==> config.mk <==
export PLATFORM = sky130hd
export DESIGN_NAME = pico_mcb_bridge
export DESIGN_NICKNAME = d
export VERILOG_FILES = /design/src/rtl/pico_mcb_bridge.sv
export SDC_FILE = /design/constraint.sdc
export NUM_CORES = 1
export LEC_CHECK = 0
export ABC_AREA = 0
export CAP_MARGIN = 15
export CORE_UTILIZATION = 45
export CTS_CLUSTER_SIZE = 28
export DETAILED_ROUTE_END_ITERATION = 8
export GPL_TIMING_DRIVEN = 0
export PLACE_DENSITY = 0.71
export SETUP_SLACK_MARGIN = 0.15
export SYNTH_ARGS = -nofsm -noshare
export SYNTH_HDL_FRONTEND = slang
export SYNTH_SLANG_ARGS = --single-unit
==> constraint.sdc <==
create_clock -name clk -period 2.67 [get_ports clk]
set_input_delay 0.534 -clock clk [delete_from_list [all_inputs] [get_ports clk]]
set_output_delay 0.534 -clock clk [all_outputs]
set_load 0.02 [all_outputs]
==> src/rtl/pico_mcb_bridge.sv <==
// pico_mcb_bridge: KCPSM6 port-mapped bridge to one Spartan-6 MCB user port.
// Firmware stages write words and programs ADDR/BL through I/O registers.
// A small sequencer drives the MCB command and read-FIFO handshakes.
module pico_mcb_bridge #(
    parameter int unsigned DATA_W    = 32,
    parameter int unsigned ADDR_W    = 30,
    parameter logic [7:0]  PORT_BASE = 8'h20
) (
    input  logic                  clk,
    input  logic                  reset,
    input  logic [7:0]            port_id,
    input  logic [7:0]            out_port,
    input  logic                  write_strobe,
    input  logic                  read_strobe,
    output logic [7:0]            in_port,
    input  logic                  ddr_calib_done,
    output logic                  cmd_en,
    output logic [2:0]            cmd_instr,
    output logic [5:0]            cmd_bl,
    output logic [ADDR_W-1:0]     cmd_byte_addr,
    input  logic                  cmd_full,
    output logic                  wr_en,
    output logic [DATA_W-1:0]     wr_data,
    output logic [DATA_W/8-1:0]   wr_mask,
    input  logic                  wr_full,
    input  logic                  wr_empty,
    output logic                  rd_en,
    input  logic [DATA_W-1:0]     rd_data,
    input  logic                  rd_empty
);

    localparam int unsigned NB       = DATA_W / 8;
    localparam logic [7:0] OFF_BL     = 8'd4;
    localparam logic [7:0] OFF_LANE   = 8'd8;
    localparam logic [7:0] OFF_TOP    = 8'(8 + NB - 1);
    localparam logic [7:0] OFF_CTRL   = 8'd12;
    localparam logic [7:0] OFF_STATUS = 8'd13;
    localparam logic [7:0] OFF_WCNT   = 8'd14;
    localparam logic [7:0] OFF_RREM   = 8'd15;

    typedef enum logic [2:0] {
        S_IDLE,
        S_WR_CMD,
        S_RD_CMD,
        S_RD_FETCH,
        S_RD_HOLD
    } state_t;

    state_t state, state_nx;

    logic [ADDR_W-1:0] addr;
    logic [5:0]        bl;
    logic [DATA_W-1:0] stage;
    logic [DATA_W-1:0] hold;
    logic [6:0]        wr_cnt;
    logic [6:0]        rd_rem;
    logic              valid;
    logic              err;

    logic [7:0]        off;
    logic              hit, wr_hit, ctrl_wr;
    logic              start_wr, start_rd, start_both, pop, clr_err;
    logic              commit, commit_ok, addr_wr;
    logic [6:0]        burst_words;
    logic [ADDR_W-1:0] addr_step;
    logic [31:0]       addr_cur, addr_new;
    logic [DATA_W-1:0] commit_word;
    logic [7:0]        rd_mux;
    logic              issue_wr, issue_rd, fetch, done_rd, fsm_err;

    // Register decode; subtraction wraps so a single compare bounds the window
    assign off         = port_id - PORT_BASE;
    assign hit         = off < 8'd16;
    assign wr_hit      = write_strobe && hit;
    assign ctrl_wr     = wr_hit && (off == OFF_CTRL);
    assign start_wr    = ctrl_wr && out_port[0] && !out_port[1];
    assign start_rd    = ctrl_wr && out_port[1] && !out_port[0];
    assign start_both  = ctrl_wr && out_port[0] && out_port[1];
    assign pop         = ctrl_wr && out_port[2];
    assign clr_err     = ctrl_wr && out_port[7];
    assign commit      = wr_hit && (off == OFF_TOP);
    assign commit_ok   = commit && !wr_full;
    assign addr_wr     = wr_hit && (off < 8'd4);
    assign burst_words = 7'(bl) + 7'd1;
    assign addr_step   = ADDR_W'(32'(burst_words) * NB);
    assign addr_cur    = 32'(addr);
    assign wr_mask     = '0;
    assign rd_en       = fetch;

    // Staged word with the top lane taken straight from the committing write
    always_comb begin
        commit_word = stage;
        commit_word[DATA_W-8 +: 8] = out_port;
    end

    // ADDR with the addressed byte replaced
    always_comb begin
        addr_new = addr_cur;
        for (int unsigned i = 0; i < 4; i++) begin
            if (off == 8'(i)) addr_new[8*i +: 8] = out_port;
        end
    end

    // Read-back multiplexer
    always_comb begin
        rd_mux = 8'h00;
        if (hit) begin
            for (int unsigned i = 0; i < 4; i++) begin
                if (off == 8'(i)) rd_mux = addr_cur[8*i +: 8];
            end
            for (int unsigned i = 0; i < NB; i++) begin
                if (off == 8'(8 + i)) rd_mux = hold[8*i +: 8];
            end
            if (off == OFF_STATUS)
                rd_mux = {1'b0, cmd_full, wr_empty, err, valid, wr_full,
                          ddr_calib_done, state != S_IDLE};
            if (off == OFF_WCNT) rd_mux = {1'b0, wr_cnt};
            if (off == OFF_RREM) rd_mux = {1'b0, rd_rem};
        end
    end

    // Sequencer state register
    always_ff @(posedge clk or negedge reset) begin
        if (!reset) state <= S_IDLE;
        else        state <= state_nx;
    end

    // Sequencer next state and strobes
    always_comb begin
        state_nx = state;
        issue_wr = 1'b0;
        issue_rd = 1'b0;
        fetch    = 1'b0;
        done_rd  = 1'b0;
        fsm_err  = 1'b0;
        case (state)
            S_IDLE: begin
                if (start_wr) begin
                    if (ddr_calib_done && wr_cnt == burst_words) state_nx = S_WR_CMD;
                    else                                          fsm_err  = 1'b1;
                end else if (start_rd) begin
                    if (ddr_calib_done) state_nx = S_RD_CMD;
                    else                fsm_err  = 1'b1;
                end
            end
            S_WR_CMD: begin
                if (!cmd_full) begin
                    issue_wr = 1'b1;
                    state_nx = S_IDLE;
                end
            end
            S_RD_CMD: begin
                if (!cmd_full) begin
                    issue_rd = 1'b1;
                    state_nx = S_RD_FETCH;
                end
            end
            S_RD_FETCH: begin
                if (!rd_empty && !valid) begin
                    fetch    = 1'b1;
                    state_nx = S_RD_HOLD;
                end
            end
            S_RD_HOLD: begin
                if (pop) begin
                    if (rd_rem != 7'd0) begin
                        state_nx = S_RD_FETCH;
                    end else begin
                        done_rd  = 1'b1;
                        state_nx = S_IDLE;
                    end
                end
            end
            default: state_nx = S_IDLE;
        endcase
        if (state != S_IDLE && (start_wr || start_rd)) fsm_err = 1'b1;
        if (start_both || (pop && !valid))             fsm_err = 1'b1;
    end

    // Datapath registers, MCB command/write outputs and read-back
    always_ff @(posedge clk or negedge reset) begin
        if (!reset) begin
            addr          <= '0;
            bl            <= '0;
            stage         <= '0;
            hold          <= '0;
            wr_cnt        <= '0;
            rd_rem        <= '0;
            valid         <= 1'b0;
            err           <= 1'b0;
            in_port       <= '0;
            cmd_en        <= 1'b0;
            cmd_instr     <= 3'b000;
            cmd_bl        <= '0;
            cmd_byte_addr <= '0;
            wr_en         <= 1'b0;
            wr_data       <= '0;
        end else begin
            in_port <= rd_mux;
            wr_en   <= 1'b0;
            cmd_en  <= 1'b0;

            if (wr_hit && off == OFF_BL) bl <= out_port[5:0];
            for (int unsigned i = 0; i < NB; i++) begin
                if (wr_hit && off == 8'(8 + i)) stage[8*i +: 8] <= out_port;
            end

            if (commit_ok) begin
                wr_en   <= 1'b1;
                wr_data <= commit_word;
            end
            if (issue_wr)                           wr_cnt <= commit_ok ? 7'd1 : 7'd0;
            else if (commit_ok && wr_cnt != 7'd64) wr_cnt <= wr_cnt + 7'd1;

            if (issue_wr || issue_rd) begin
                cmd_en        <= 1'b1;
                cmd_instr     <= issue_rd ? 3'b001 : 3'b000;
                cmd_bl        <= bl;
                cmd_byte_addr <= addr;
            end
            if (issue_wr || done_rd) addr <= addr + addr_step;
            if (addr_wr)             addr <= ADDR_W'(addr_new);

            if (issue_rd) rd_rem <= burst_words;
            if (fetch) begin
                hold   <= rd_data;
                valid  <= 1'b1;
                rd_rem <= rd_rem - 7'd1;
            end else if (pop && valid) begin
                valid <= 1'b0;
            end

            if (clr_err)                                err <= 1'b0;
            if (fsm_err || (commit && wr_full))         err <= 1'b1;
        end
    end

    // read_strobe carries no side effect here; ADDR bits above ADDR_W are dropped
    logic unused_ok;
    assign unused_ok = ^{read_strobe, addr_new};

endmodule

# == After elaboration in Yosys (flattened, before gate mapping) ==
# Index checks and enable logic that the tools add are counted.
# op_classes
add_sub_neg,5
multipliers,0
div_mod_pow,0
n_lt_le_gt_ge,2
eq_ne,29
shift,0
mux,55
bitwise_logic,0
n_reduce_logical,47
# ops
op,n
two-way mux 8 bit,15
== test 8 x 4 -> 1 bit (second input constant),8
two-way mux 30 bit,2
adder 30 x 9 -> 30 bit,1
two-way mux 7 bit,4
two-way mux 3 bit,8
logical AND 1 bit,23
two-way mux 1 bit,23
== test 8 x 2 -> 1 bit (second input constant),2
one-hot mux 3 bit (5 select lines),1
nonzero test 2 bit,5
!= test 3 bit (second input constant),3
== test 8 x 1 -> 1 bit (second input constant),1
== test 8 x 3 -> 1 bit (second input constant),1
logical NOT 8 bit,1
less-than comparator 8 x 3 -> 1 bit (second input constant),1
less-than comparator 8 x 5 -> 1 bit (second input constant),1
!= test 2 x 1 -> 1 bit (second input constant),4
!= test 2 bit (second input constant),4
AND reduction 2 bit,4
subtractor 8 x 6 -> 8 bit (second input constant),1
adder 6 x 1 -> 7 bit (second input constant),1
adder 7 x 1 -> 7 bit (second input constant),1
== test 7 bit,1
13 further kinds,22
# word_totals
regBits,192
latch_bits,0
ram_bits,0
mem_bits_ro,0
inputBits,57
output_inout_bits,86
wordCells,159
memories,0

# == Longest topological paths before layout ==
# Gate-level depths: netlist of run 1.
# depth
depth_word,14
mapped_depth,11

# == Worst setup path after synthesis of run 1 ==
# OpenSTA, ideal clock, no wires.
# synth_path
path_kind,register to register
startpoint,register bl[2]
endpoint,register addr[29]
setup_time_ns,0.121
t_arrival_ns,2.437
required_ns,2.549
slack_ns,0.112
stages_incl_launch_ff,12
period_less_slack_ns,2.558
cell_sequence,dfrtp_1 -> nand3_2 -> or2_1 -> buf_2 -> xnor2_1 -> ha_1 -> o21ai_0 -> a21oi_1 -> o2111ai_1 -> nor3_1 -> a31oi_1 -> o22a_1
# synth_between
elab_chain_cells,4
# synth_lines
item,line,rtl
"start, declared",52,logic [5:0] bl;
"start signal, assigned",203,if (wr_hit && off == OFF_BL) bl <= out_port[5:0];
adder 6 x 1 -> 7 bit,84,assign burst_words = 7'(bl) + 7'd1;
adder 30 x 9 -> 30 bit,221,if (issue_wr || done_rd) addr <= addr + addr_step;
two-way mux 30 bit,221,
two-way mux 30 bit,222,if (addr_wr) addr <= ADDR_W'(addr_new);
"end signal, assigned",221,
"end signal, assigned",222,
"end, declared",51,logic [ADDR_W-1:0] addr;
# No other way between the ends. The select of a mux whose other input is x is not followed.
# A chain may end at the register's enable or synchronous reset.

# == Worst setup path in the final report of run 1 ==
# layout_path
startpoint,register bl[0]
endpoint,register addr[24]
# The elaborated chain is that of the path after synthesis.

==> summary.txt, run 1 <==
CTS
  – CTS tree: yes
  – CTS max path bufs: 2
  – Clk slew on worst S/H paths: 0.07 ns
  – H-tree depth: 4
  – CTS Buf Count: 17
  – Clock Latency Late Sink: 0.44 ns
  – Hold_buf cts: 0
  – Clock sink count: 190
  – Root Driver: clkbuf_16

STA
  – Final hold vios: 0
  – Final setup margin: 0.0908 ns
  – RSZ-0062 raised after global routing: true
  – Max transition margin: 0.408
  – Max Slew Vio Count: 0
  – FMAX: 388 MHz
  – Worst Tran Pin Value: 0.888 ns
  – # setup viols final: 0
  – Clk_skew: 0.0110 ns
  – Period utilisation layout: 0.966
  – Tmin final: 2.58 ns
  – Setup TNS Final: 0 ns

Drt
  – DR pass1 iterations: 5
  – Vias: approximately 8500
  – Vias per Instance: 5.63
  – Wirelength, routed: 28.4 mm
  – # DRC: 0
  – Initial DRC count: 759
  – Routed Antenna Nets: 0
  – DR WL/cell: 18.8 um

Yosys
  – Number of synthesized flops with an enable pin: 0
  – Synth async-reset ratio: 1.00
  – Synthesized area: 9670 um2
  – Mux cell area share after synthesis: 0.0770
  – Yosys warning count: 0
  – Post-Synth XOR/XNOR Area: 0.0217
  – Flops & latches, synth: 190
  – Simple-gate share of the synthesized area: 0.224
  – Post-Syn Area per Cell: 9.34 um2
  – Top_reg_cell synth: dfrtp_1
  – Post-Syn Instances: 1036
  – Post-synthesis sequential area ratio: 0.492
  – Complex-gate fraction of the synthesized area: 0.131
  – Distinct cells, synth: 92
  – Largest family of logic cells by synthesized area: simple AND/OR/NAND/NOR gates
  – Adder-cell share of the synthesized area: 0.0176

Floorplan
  – Starting Density: 0.460
  – Die area: 22100 um2
  – Die width: 149 um
  – I/O Pins: 143
  – Die height: 149 um
  – Core area: 21000 um2
  – # rows: 53

Power
  – VDD IR max: 0.528 mV
  – PnR Total Power: 9.92 mW
  – Leak Pwr: ~6 nW
  – Power density over cell area: 780 nW/um2

Global route
  – Vias in the first global route: 8058
  – First-pass GRT wire length: 43.7 mm
  – Initial antenna violation count: 0
  – Largest net degree at the start of global routing: 123
  – GRT Total Usage: 0.260
  – GR Overflow Total: 0

Critical path
  – Arr. time, crit path: 2.93 ns
  – Crit Reg-Reg Startpoint: bl[0]
  – Crit path launch: bl[0]
  – Critical Path Start Type: register
  – Crit end category: register
  – Critical Path RT: ~3.0 ns
  – CP Class: register to register
  – Crit Path Max Fanout: 7

Outcome
  – Status: finished clean

Cells and area
  – Final Net Count: around 1300
  – Share of cells above drive strength 1: 0.174
  – Core Util, Final: 0.605
  – Layout overhead on the synthesized area: 31.5%
  – Ant diodes: 0

Placement
  – GPL Wtd Cong: 0.935
  – Pre-CTS setup slack: -0.902 ns
  – Detail Placement HPWL: 20.1 mm
  – PortBufs: 134

Min path
  – Hold Crit Class: input pin to asynchronous set/reset pin

Run
  – Max-cap violations: 0
-- cell usage after synthesis (5+ instances only) --
cell,number,area [um2]
nor3_1,13,65.1
mux2_2,39,439
xnor2_1,7,61.3
nor2_1,40,150
dfrtp_1,190,4750
clkbuf_1,33,124
mux4_2,8,180
and3_1,13,81.3
nand2_1,340,1280
buf_2,11,55.1
o21ai_0,41,205
a2bb2oi_1,5,43.8
ha_1,12,150
o211ai_1,8,60.1
o22a_1,11,96.3
a31oi_1,15,93.8
buf_1,8,30.0
a21o_1,6,45.0
mux2i_1,11,110
o22ai_1,8,50.1
xor2_1,12,105
nand4_1,5,31.3
nand3_1,23,115
o21a_1,6,45.0
buf_4,7,52.6
inv_1,23,86.3
nor2b_1,6,37.5
a21oi_1,35,175
-- worst max-delay path: stages (launching register included) --
cell,delay (ns)
dfrtp_2,0.44
nand3_4,0.12
or2_1,0.23
buf_6,0.13
xnor2_4,0.14
ha_4,0.31
o21ai_4,0.07
a21oi_4,0.25
nand4_1,0.17
buf_6,0.18
o21ai_2,0.15
a21oi_2,0.07
a211oi_2,0.22
-- where the power goes --
group          internal [mW]  switching [mW]  leakage (nW)  total, mW
Combinational           1.44            1.82          3.13       3.26
Sequential              3.49           0.539          2.52       4.03
Clock                   1.41            1.22         0.287       2.64
Total                   6.34            3.58          5.93       9.92
-- kinds of logic after synthesis --
| logic type | after synthesis |
|---|---|
| other | 1 |
| AND/OR/NAND/NOR | 484 |
| multiplexers | 59 |
| adder cells (fa/ha/maj) | 13 |
| AO/OA/AOI/OAI | 184 |
| buffers and inverters | 84 |
| XOR/XNOR | 21 |
| flip-flops | 190 |
-- layout by cell type, fill, tap and decap left out, drive strengths merged, types with 5 or more instances in the layout --
| cell type | Yosys | final |
|---|---|---|
| nand2 | 341 | 341 |
| dfrtp | 190 | 190 |
| clkdlybuf4s50 | 0 | 131 |
| buf | 27 | 57 |
| clkbuf | 33 | 53 |
| o21ai | 42 | 42 |
| nor2 | 41 | 41 |
| mux2 | 40 | 40 |
| a21oi | 37 | 37 |
| inv | 24 | 31 |
| nand3 | 25 | 25 |
| a31oi | 15 | 15 |
| nor3 | 14 | 14 |
| and3 | 14 | 14 |
| xor2 | 13 | 13 |
| ha | 12 | 12 |
| o22a | 11 | 11 |
| mux2i | 11 | 11 |
| o22ai | 8 | 8 |
| o211ai | 8 | 8 |
| mux4 | 8 | 8 |
| xnor2 | 8 | 8 |
| a21o | 6 | 6 |
| nor2b | 6 | 6 |
| o21a | 6 | 6 |
| conb | 1 | 6 |
| nand4 | 6 | 6 |
| and2 | 5 | 5 |
| a2bb2oi | 5 | 5 |
-- state kept, by name (all words and copies together), names as in the netlist, 3 cells and up --
register and count:
hold 32, cmd_bl 6, state 3, in_port 8
stage 24, bl 6, wr_data 32, wr_cnt 7
rd_rem 7, cmd_byte_addr 30, addr 30
-- layer usage --
metal	vias to the layer above	track usage	share of wire	wire length, um
li1	3961	-	-	-
met3	65	0.0383	0.067	1890
met1	4117	0.365	0.44	12400
met4	0	0.109	0.031	880
met2	380	0.403	0.46	13200
met5	-	0	0	0
-- through the flow --
stage | instances | hold slack (ns) | instance area (um2)
after floorplan | 1041 | 0.238 | 9690
after global placement | 1450 | 0.441 | 11400
after detailed placement | 1451 | 0.450 | 11400
after CTS | 1496 | 0.0513 | 12400
after global routing | 1513 | 0.0692 | 12700
final | 1513 | 0.0273 | 12700
-- path summary, 6_finish.rpt --
| check | slack [ns] | depth (start not counted) | endpoint |
|---|---|---|---|
| max | 0.09 | 12 | addr[24] |
| min | 0.03 | 1 | wr_data[9] |
| max reg2reg | 0.09 | 12 | addr[24] |
| min reg2reg | 0.47 | 2 | wr_data[23] |
| max in group asynchronous | 1.62 | 2 | bl[2] |
| min in group clk | 0.47 | 2 | wr_data[23] |
-- repair_timing --
item                       CTS  global route
buffers inserted            13            16
pin swaps                   13            36
gates cloned                 0             1
gates resized for setup     51            58
setup endpoints to repair  101            42
-- area by class of cell --
| type | instances | area (um2) |
|---|---|---|
| Inverter | 24 | 90.1 |
| Tap cell | 275 | 344 |
| Multi-Input combinational cell | 767 | 5000 |
| Timing Repair Buffer | 165 | 1630 |
| Sequential cell | 190 | 4760 |
| Clock inverter | 15 | 174 |
| Buffer | 60 | 297 |
| Fill cell | 1805 | 8300 |
| Clock buffer | 17 | 425 |
Note: power is estimated with default switching activity, not from simulation.
==> run 2: changes to the inputs <==
--- a/config.mk
+++ b/config.mk
@@ -6,7 +6,6 @@
 export NUM_CORES = 1
 export LEC_CHECK = 0
 export ABC_AREA = 0
-export CAP_MARGIN = 15
 export CORE_UTILIZATION = 45
 export CTS_CLUSTER_SIZE = 28
 export DETAILED_ROUTE_END_ITERATION = 8
==> results of run 2 <==
No change in the layout: final DEF, timing and power equal those of run 1.
